**config.mk**
```make
export PLATFORM = sky130hd
export DESIGN_NAME = adc_sample_capture
export DESIGN_NICKNAME = d
export VERILOG_FILES = /design/src/rtl/drec_pkg.sv /design/src/rtl/adc_sample_timer.sv /design/src/rtl/adc_sample_capture.sv
export SDC_FILE = /design/constraint.sdc
export NUM_CORES = 1
export LEC_CHECK = 0
export CAP_MARGIN = 5
export CORE_MARGIN = 10
export CORE_UTILIZATION = 51
export CTS_CLUSTER_DIAMETER = 50
export DETAILED_ROUTE_END_ITERATION = 8
export HOLD_SLACK_MARGIN = 0.12
export PLACE_DENSITY = 0.79
export SETUP_SLACK_MARGIN = 0.02
export SLEW_MARGIN = 30
export SYNTH_ARGS = -nofsm -noshare
export SYNTH_HDL_FRONTEND = slang
export SYNTH_SLANG_ARGS = --single-unit
```
**constraint.sdc**
```tcl
create_clock -name clk -period 2.2 [get_ports clk]
set_input_delay 0.22 -clock clk [delete_from_list [all_inputs] [get_ports clk]]
set_output_delay 0.22 -clock clk [all_outputs]
set_load 0.01 [all_outputs]
```
**src/rtl/drec_pkg.sv**
```systemverilog
// Shared types and constants for the record path (ADC capture and friends).
package drec_pkg;

    typedef enum logic [1:0] {
        StIdle,
        StSetup,
        StShift,
        StHold
    } adc_state_e;

    localparam int unsigned ADC_FRAME_BITS  = 16;
    // Falling edge on which the ADC expects the address MSB (ADD2).
    localparam int unsigned ADDR_MSB_EDGE   = 3;
    // First rising edge that carries a conversion bit (after 4 leading zeros).
    localparam int unsigned DATA_FIRST_EDGE = 5;
    localparam int unsigned ADC_RAW_W       = 12;
    localparam int unsigned SAMPLE_W        = 16;

    // Offset-binary ADC code to left-justified two's complement.
    function automatic logic [SAMPLE_W-1:0] offset_to_twos(input logic [ADC_RAW_W-1:0] raw);
        return {~raw[ADC_RAW_W-1], raw[ADC_RAW_W-2:0], {(SAMPLE_W - ADC_RAW_W){1'b0}}};
    endfunction

endpackage

```
**src/rtl/adc_sample_timer.sv**
```systemverilog
// Free-running sample-rate counter: one-cycle tick every PERIOD cycles while enabled.
module adc_sample_timer #(
    parameter int unsigned PERIOD = 2500
) (
    input  logic clk,
    input  logic rst_n,
    input  logic enable_i,
    output logic tick_o
);

    localparam int unsigned CW = (PERIOD > 1) ? $clog2(PERIOD) : 1;

    logic [CW-1:0] count_q, count_d;

    assign tick_o = enable_i && (count_q == CW'(PERIOD - 1));

    // Next count: held at zero while disabled, wraps after the tick.
    always_comb begin
        count_d = count_q + 1'b1;
        if (!enable_i || tick_o) begin
            count_d = '0;
        end
    end

    // Count register.
    always_ff @(posedge clk or negedge rst_n) begin
        if (!rst_n) begin
            count_q <= '0;
        end else begin
            count_q <= count_d;
        end
    end

endmodule

```
**src/rtl/adc_sample_capture.sv**
```systemverilog
// SPI ADC frame engine: periodic 16-clock frames, address out, 12-bit result in,
// converted to 16-bit two's complement with a one-cycle update strobe.
module adc_sample_capture
    import drec_pkg::*;
#(
    parameter int unsigned CLK_DIV       = 20,
    parameter int unsigned SAMPLE_PERIOD = 2500
) (
    input  logic                clk,
    input  logic                rst_n,
    input  logic                enable,
    input  logic [2:0]          channel,
    output logic                adc_cs_n,
    output logic                adc_sclk,
    output logic                adc_din,
    input  logic                adc_dout,
    output logic [SAMPLE_W-1:0] adc_data,
    output logic                adc_enable,
    output logic                busy
);

    localparam int unsigned DivW     = (CLK_DIV > 1) ? $clog2(CLK_DIV) : 1;
    localparam int unsigned HalfLast = 2 * ADC_FRAME_BITS - 1;
    // Bit position of ADD0 inside the 8-bit control byte.
    localparam int unsigned AddrLsb  = 8 - (ADDR_MSB_EDGE + 2);

    logic tick;

    adc_sample_timer #(
        .PERIOD(SAMPLE_PERIOD)
    ) u_timer (
        .clk     (clk),
        .rst_n   (rst_n),
        .enable_i(enable),
        .tick_o  (tick)
    );

    adc_state_e           state_q, state_d;
    logic [DivW-1:0]      div_q, div_d;
    logic [4:0]           half_q, half_d;
    logic [2:0]           chan_q, chan_d;
    // Only the 12 conversion bits are kept; the 4 leading zeros are never captured.
    logic [ADC_RAW_W-1:0] shift_q, shift_d;
    logic                 cs_n_q, cs_n_d;
    logic                 sclk_q, sclk_d;
    logic                 din_q, din_d;
    logic                 strobe_q, strobe_d;
    logic                 busy_q, busy_d;
    logic [SAMPLE_W-1:0]  data_q, data_d;

    logic                 div_end;
    logic                 adv;
    logic [4:0]           half_nxt;
    logic [7:0]           ctrl_byte;

    assign div_end = (div_q == DivW'(CLK_DIV - 1));

    // Next-state: frame sequencing plus the sclk/din/capture action of each half-period.
    always_comb begin
        state_d   = state_q;
        div_d     = div_q;
        half_d    = half_q;
        chan_d    = chan_q;
        shift_d   = shift_q;
        cs_n_d    = cs_n_q;
        sclk_d    = sclk_q;
        din_d     = din_q;
        strobe_d  = 1'b0;
        busy_d    = busy_q;
        data_d    = data_q;
        adv       = 1'b0;
        half_nxt  = '0;
        ctrl_byte = '0;
        ctrl_byte[AddrLsb +: 3] = chan_q;

        unique case (state_q)
            StIdle: begin
                if (tick) begin
                    chan_d  = channel;
                    cs_n_d  = 1'b0;
                    busy_d  = 1'b1;
                    div_d   = '0;
                    state_d = StSetup;
                end
            end
            StSetup: begin
                if (div_end) begin
                    adv      = 1'b1;
                    half_nxt = '0;
                    state_d  = StShift;
                end else begin
                    div_d = div_q + 1'b1;
                end
            end
            StShift: begin
                if (div_end) begin
                    if (half_q == 5'(HalfLast)) begin
                        div_d   = '0;
                        state_d = StHold;
                    end else begin
                        adv      = 1'b1;
                        half_nxt = half_q + 1'b1;
                    end
                end else begin
                    div_d = div_q + 1'b1;
                end
            end
            StHold: begin
                if (div_end) begin
                    cs_n_d   = 1'b1;
                    busy_d   = 1'b0;
                    strobe_d = 1'b1;
                    data_d   = offset_to_twos(shift_q);
                    state_d  = StIdle;
                end else begin
                    div_d = div_q + 1'b1;
                end
            end
            default: state_d = StIdle;
        endcase

        // Even half index = falling edge (drive din), odd = rising edge (sample dout).
        if (adv) begin
            div_d  = '0;
            half_d = half_nxt;
            sclk_d = half_nxt[0];
            if (!half_nxt[0]) begin
                din_d = !half_nxt[4] && ctrl_byte[~half_nxt[3:1]];
            end else if (half_nxt[4:1] >= 4'(DATA_FIRST_EDGE - 1)) begin
                shift_d = {shift_q[ADC_RAW_W-2:0], adc_dout};
            end
        end
    end

    // State and registered outputs; reset aborts any frame in progress.
    always_ff @(posedge clk or negedge rst_n) begin
        if (!rst_n) begin
            state_q  <= StIdle;
            div_q    <= '0;
            half_q   <= '0;
            chan_q   <= '0;
            shift_q  <= '0;
            cs_n_q   <= 1'b1;
            sclk_q   <= 1'b1;
            din_q    <= 1'b0;
            strobe_q <= 1'b0;
            busy_q   <= 1'b0;
            data_q   <= '0;
        end else begin
            state_q  <= state_d;
            div_q    <= div_d;
            half_q   <= half_d;
            chan_q   <= chan_d;
            shift_q  <= shift_d;
            cs_n_q   <= cs_n_d;
            sclk_q   <= sclk_d;
            din_q    <= din_d;
            strobe_q <= strobe_d;
            busy_q   <= busy_d;
            data_q   <= data_d;
        end
    end

    assign adc_cs_n   = cs_n_q;
    assign adc_sclk   = sclk_q;
    assign adc_din    = din_q;
    assign adc_data   = data_q;
    assign adc_enable = strobe_q;
    assign busy       = busy_q;

endmodule
```
==> flow_summary_export.csv, run 1 <==
group,metric,value,unit
synth,synth_compound_area_share,7.46,%
worst_setup_path,rr_worst_depth,7,
clock_network,cts_root_buf,"clkbuf_8",
power_and_ir_drop,leakage,1.57,nW
routing,routedWlPerCell,15.6,um
grt,first_global_vias,1949,
die,die_h,92.3,um
sta,slew_headroom,57.1,%
sta,timing.fmax,471,MHz
power_and_ir_drop,pwr-share-seq,61.7,%
grt,grt_usage,13.2,%
sta,setup_viol_count_final,0,
clock_network,cts_buffer_depth,2,
clock_network,clk_latency,0.32,ns
power_and_ir_drop,p_per_area,524,nW/um2
synth,synth_top_cell_area_share,50.7,%
die,initial_core_util,52.5,%
finish,fin_nets,282,
synth,synth_top_family_by_area,"simple AND/OR/NAND/NOR gates",
sta,worstMarginPinSlew,0.644,ns
synth,synth_area_leader_cell,"dfrtp_1",
clock_network,cts-htree-levels,2,
clock_network,clock-sinks,56,
synth,syn_inst,224,
clock_network,clk_pin_slew,0.11,ns
synth,yosysMostFrequentCell,"dfrtp_1",
synth,synthMuxAreaShare,14.0,%
worst_setup_path,cp-endpoint,"shift_q[6]",
sta,final_hold_viol_count,0,
synth,yosysWarnings,0,
finish,diodes,0,
power_and_ir_drop,total_power,0.00168,W
power_and_ir_drop,pwr-share-clk,35.2,%
worst_setup_path,crit_start,"half_q[0]",
synth,synthTopCellsByCount,"dfrtp_1, nor2_1, mux2_2, nand2_1, mux2_4",
grt,grt-ovfl-total,0,
sta,rsz0062_at_grt,"yes",
placed_design,hpwl,3660,um
synth,ys_types,46,
routing,ant_nets,0,
synth,ys_top_cells_by_area,"dfrtp_1, mux2_2, mux2_4",
clock_network,cts-buffers-inserted,5,
run,maxCapViolCount,0,
worst_setup_path,reg2reg_from,"half_q[0]",
power_and_ir_drop,p_int,0.00129,W
grt,grt_pass1_wl,9230,um
synth,synthXorXnorAreaFrac,3.94,%
die,io_pins,28,
clock_network,cts_tree,"yes",
die,die_x,92.3,um
worst_setup_path,r2r_end,"shift_q[6]",
synth,postSynthAreaPerCell,11.9,um2
sta,slew_violations,0,
synth,synth-simple-area-share,14.0,%
synth,syn_area,2670,um2
die,num_rows,26,
routing,dr.pass1.iters,4,
worst_setup_path,start_kind,"flip-flop",
worst_setup_path,rrSetupSlack,0.08,ns
finish,syn2layout_area_growth,20.5,%
grt,antenna_found_initial,0,
synth,synth-adder-area-share,4.22,%
synth,synthFlopType,"dfrtp_1",
finish,drive_gt1_share,25.5,%
hold_path,hold_path.class,"primary input to asynchronous set/reset pin",
worst_setup_path,critical_path_class,"flip-flop to flip-flop",
synth,synth_edf_count,0,
synth,synthArstFlopShare,100,%
routing,viasPerCell,5.44,
power_and_ir_drop,p_sw_share,23.5,%
routing,drt_iter0_drc,58,
die,dieArea,8520,um2
status,status,"completed",
routing,drt_wl_total,5260,um
routing,drc,0,
sta,tns,0,ns
power_and_ir_drop,switching_power,0.000395,W
synth,synth.yosys.seq_area_share,52.7,%
grt,grt_max_degree,31,
routing,vias,1834,
sta,clock-skew-final,0.00934,ns
power_and_ir_drop,peakVddDrop,0.308,mV
sta,finalCriticalPeriod,2.12,ns
placed_design,port_buffers,23,
die,core_area,5070,um2
power_and_ir_drop,share_comb_of_total_power,3.1,%
sta,min_period_over_period,96.5,%
worst_setup_path,cp.arrival,2.34,ns
worst_setup_path,endpoint_kind,"flip-flop",
synth,synth.ff_latch_count,56,
worst_setup_path,cp.required,2.41,ns
placed_design,gp_congestion,0.839,
worst_setup_path,crit_fanout,6,
-- sequential cells by signal, summed over array words and instances, names as in the netlist --
register,count
adc_cs_n,1
adc_data,12
adc_din,1
adc_enable,1
adc_sclk,1
busy,1
chan_q,3
div_q,5
half_q,5
shift_q,12
state_q,2
u_timer.count_q,12
-- critical path, cell delays in order (launching register included) --
cell and delay, ns:
dfrtp_1 0.40, ha_2 0.19, and3_4 0.18, ha_4 0.15, and2b_2 0.25, nand3_4 0.10
or3_4 0.42, mux2_4 0.33
-- worst min-delay path by stage --
stage	to	startpoint	cells past startpoint
2_1_floorplan	adc_data[10]	rst_n	0
4_1_cts	u_timer.count_q[3]	rst_n	2
3_3_place_gp	u_timer.count_q[3]	rst_n	1
5_1_grt	u_timer.count_q[3]	rst_n	2
3_5_place_dp	u_timer.count_q[3]	rst_n	1
6_report	u_timer.count_q[3]	rst_n	2
-- final cells by class --
type / instances / area, um2
multi-input combinational: 155 / 1230
tap: 70 / 87.6
timing repair buffer: 40 / 368
fill: 430 / 1860
sequential: 56 / 1400
inverter: 8 / 30.0
clock inverter: 3 / 27.5
clock buffer: 5 / 68.8
-- logic make-up after synthesis --
group	count (synthesis)
fa+ha+maj	9
buf+inv	17
xor+xnor	12
other cells	1
mux	30
compound gates	28
flops	56
simple gates	71
-- power groups by stage --
stage	clock network (W)	registers (W)	logic (W)
after global placement	0	0.00106	0.0000502
after CTS	0.000608	0.00104	0.0000525
final	0.000592	0.00104	0.0000516
after floorplan	0	0.00106	0.0000192
after detailed placement	0	0.00106	0.0000511
after global routing	0.000657	0.00104	0.0000599
-- what timing repair did --
| item | in CTS | in global routing |
|---|---|---|
| endpoints found under the hold margin | 24 | 0 |
| buffers inserted | 3 | 2 |
| gates resized for setup | 1 | 4 |
| pin swaps | 1 | 4 |
| setup endpoints to repair | 2 | 20 |
| hold buffers | 1 | 0 |
| cloned | 1 | 0 |
-- cell usage in the layout, fill, tap and decap left out, types with 6 or more instances in the layout --
cell type and n:
nand2_1 15, buf_4 15, mux2_4 10, ha_1 7, nand3_1 6, o21ai_0 8, nor2_1 23, clkdlybuf4s50_1 22
xor2_1 7, and3_1 7, mux2_2 18, inv_1 8, dfrtp_1 54
-- metrics by stage --
| stage | worst slack [ns] | instance area, um2 | hold slack (ns) | instances | util [%] |
|---|---|---|---|---|---|
| after floorplan | 0.00985 | 2710 | -0.0756 | 227 | - |
| after global placement | 0.0846 | 3050 | 0.275 | 322 | 60.0 |
| after detailed placement | 0.0148 | 3050 | 0.281 | 322 | 60.0 |
| after CTS | 0.0245 | 3190 | 0.469 | 335 | 62.8 |
| after global routing | 0.0133 | 3210 | 0.486 | 337 | 63.3 |
| final | 0.0762 | 3210 | 0.453 | 337 | 63.3 |
-- per-layer routing --
layer	part of all wire, %	track usage [%]
met4	1.5	5.53
met3	4.9	3.63
met1	44	16.3
met2	49	21.2
met5	0	0
(Power assumes the default switching activity.)
==> run 2: changes to the inputs <==
- CORE_UTILIZATION: 51 -> 56
- PLACE_DENSITY: 0.79 -> 0.82
- clock period: 2.2 -> 2.4 ns (I/O delays scaled with it)
==> flow_summary_export.csv, run 2 (synthesis gave the netlist of run 1 again) <==
group,metric,value,unit
routing,vias,1769,
worst_setup_path,start_kind,"flip-flop",
clock_network,clock-sinks,56,
worst_setup_path,cp.required,2.61,ns
grt,grt_max_degree,21,
sta,tns,0,ns
power_and_ir_drop,p_sw_share,23.0,%
die,die_h,89,um
sta,timing.fmax,445,MHz
sta,final_hold_viol_count,0,
die,io_pins,28,
status,status,"completed",
clock_network,cts_root_buf,"clkbuf_8",
run,maxCapViolCount,0,
power_and_ir_drop,pwr-share-seq,62.3,%
finish,drive_gt1_share,21.5,%
die,die_x,89,um
grt,antenna_found_initial,0,
routing,drc,0,
worst_setup_path,crit_fanout,5,
sta,finalCriticalPeriod,2.25,ns
die,core_area,4660,um2
routing,drt_iter0_drc,98,
power_and_ir_drop,leakage,1.54,nW
finish,final_common_cell,"dfrtp_1",
finish,layout_common_cells,"dfrtp_1, nor2_1, clkdlybuf4s50_1",
worst_setup_path,critical_path_class,"flip-flop to flip-flop",
routing,routedWlPerCell,15.8,um
routing,dr.pass1.iters,4,
die,dieArea,7920,um2
die,num_rows,25,
power_and_ir_drop,share_comb_of_total_power,3.0,%
worst_setup_path,crit_slowest_cell,"dfrtp_1",
power_and_ir_drop,pwr-share-clk,34.7,%
sta,min_period_over_period,93.6,%
worst_setup_path,path_cells,"ha_2 -> and3_1 -> ha_1 -> and2b_2 -> o211ai_1 -> o21ai_1 -> or2_4 -> a32o_1",
sta,slew_violations,0,
worst_setup_path,rr_worst_depth,8,
routing,ant_nets,0,
clock_network,cts-htree-levels,2,
sta,rsz0062_at_grt,"no",
sta,finalWorstSetupSlack,0.155,ns
placed_design,port_buffers,23,
clock_network,clk_pin_slew,0.11,ns
die,initial_core_util,57.2,%
grt,grt_pass1_wl,8420,um
finish,diodes,0,
power_and_ir_drop,peakVddDrop,0.318,mV
hold_path,hold_path.class,"primary input to asynchronous set/reset pin",
routing,drt_wl_total,4980,um
power_and_ir_drop,p_int,0.00118,W
routing,viasPerCell,5.62,
sta,setup_viol_count_final,0,
clock_network,cts_buffer_depth,2,
grt,grt_usage,13.5,%
clock_network,cts-buffers-inserted,5,
clock_network,cts_tree,"yes",
power_and_ir_drop,p_per_area,493,nW/um2
finish,fin_nets,276,
placed_design,pre_cts_ws,0.0786,ns
finish,syn2layout_area_growth,16.3,%
worst_setup_path,endpoint_kind,"flip-flop",
power_and_ir_drop,switching_power,0.000352,W
grt,first_global_vias,1847,
sta,clock-skew-final,0.00976,ns
grt,grt-ovfl-total,0,
worst_setup_path,cp.arrival,2.45,ns
worst_setup_path,critPathMaxStageDelay,0.39,ns
clock_network,clk_latency,0.31,ns
placed_design,hpwl,3690,um
placed_design,gp_congestion,0.836,
## run 2: critical path: cells and delay by family (launching register included)
kind	cells	cell delay, ns
compound gates	3	0.67
simple gates	3	0.71
fa+ha+maj	2	0.37
flops	1	0.39
## run 2: cell type report
cell class,instances,area (um2)
Clock inverter,3,25.0
Timing Repair Buffer,34,310
Tap cell,54,67.6
Clock buffer,5,68.8
Fill cell,360,1560
Inverter,8,30.0
Sequential cell,56,1400
Multi-Input combinational cell,155,1200
## run 2: per-layer routing
layer | track usage [%] | part of all wire [%] | vias to the layer above
met4 | 4.77 | 1.1 | 0
met3 | 4.10 | 5.8 | 6
li1 | - | - | 850
met2 | 23.1 | 48 | 40
met5 | 0 | 0 | -
met1 | 15.8 | 45 | 873
## run 2: what timing repair did
item	CTS	global route
hold buffers	1	0
resized for setup	0	4
setup buffers	0	1
endpoints found under the setup margin	0	16
hold endpoints to repair	16	0
## run 2: final timing paths
check / start / to / slack (ns)
min in group clk: shift_q[11] / adc_data[15] / 0.47
min reg2reg: shift_q[11] / adc_data[15] / 0.47
max in group asynchronous: rst_n / adc_sclk / 1.37
min: rst_n / adc_data[13] / 0.37
max reg2reg: half_q[1] / div_q[2] / 0.15
max: half_q[1] / div_q[2] / 0.15
## run 2: through the flow
step / util, % / power (W) / instances / instance area [um2] / hold slack [ns]
after floorplan: - / 0.000988 / 227 / 2680 / -0.0556
after global placement: 63.8 / 0.00102 / 304 / 2970 / 0.189
after detailed placement: 63.8 / 0.00102 / 304 / 2970 / 0.189
after CTS: 66.0 / 0.00155 / 313 / 3080 / 0.369
after global routing: 66.6 / 0.00160 / 315 / 3100 / 0.401
final: 66.6 / 0.00153 / 315 / 3100 / 0.371
## run 2: power by group through the flow
stage	sequential [W]	clock, W	combinational [W]
after detailed placement	0.000971	0	0.0000457
final	0.000953	0.000531	0.0000455
after global routing	0.000954	0.000592	0.0000520
after global placement	0.000971	0	0.0000447
after CTS	0.000953	0.000550	0.0000471
after floorplan	0.000970	0	0.0000176
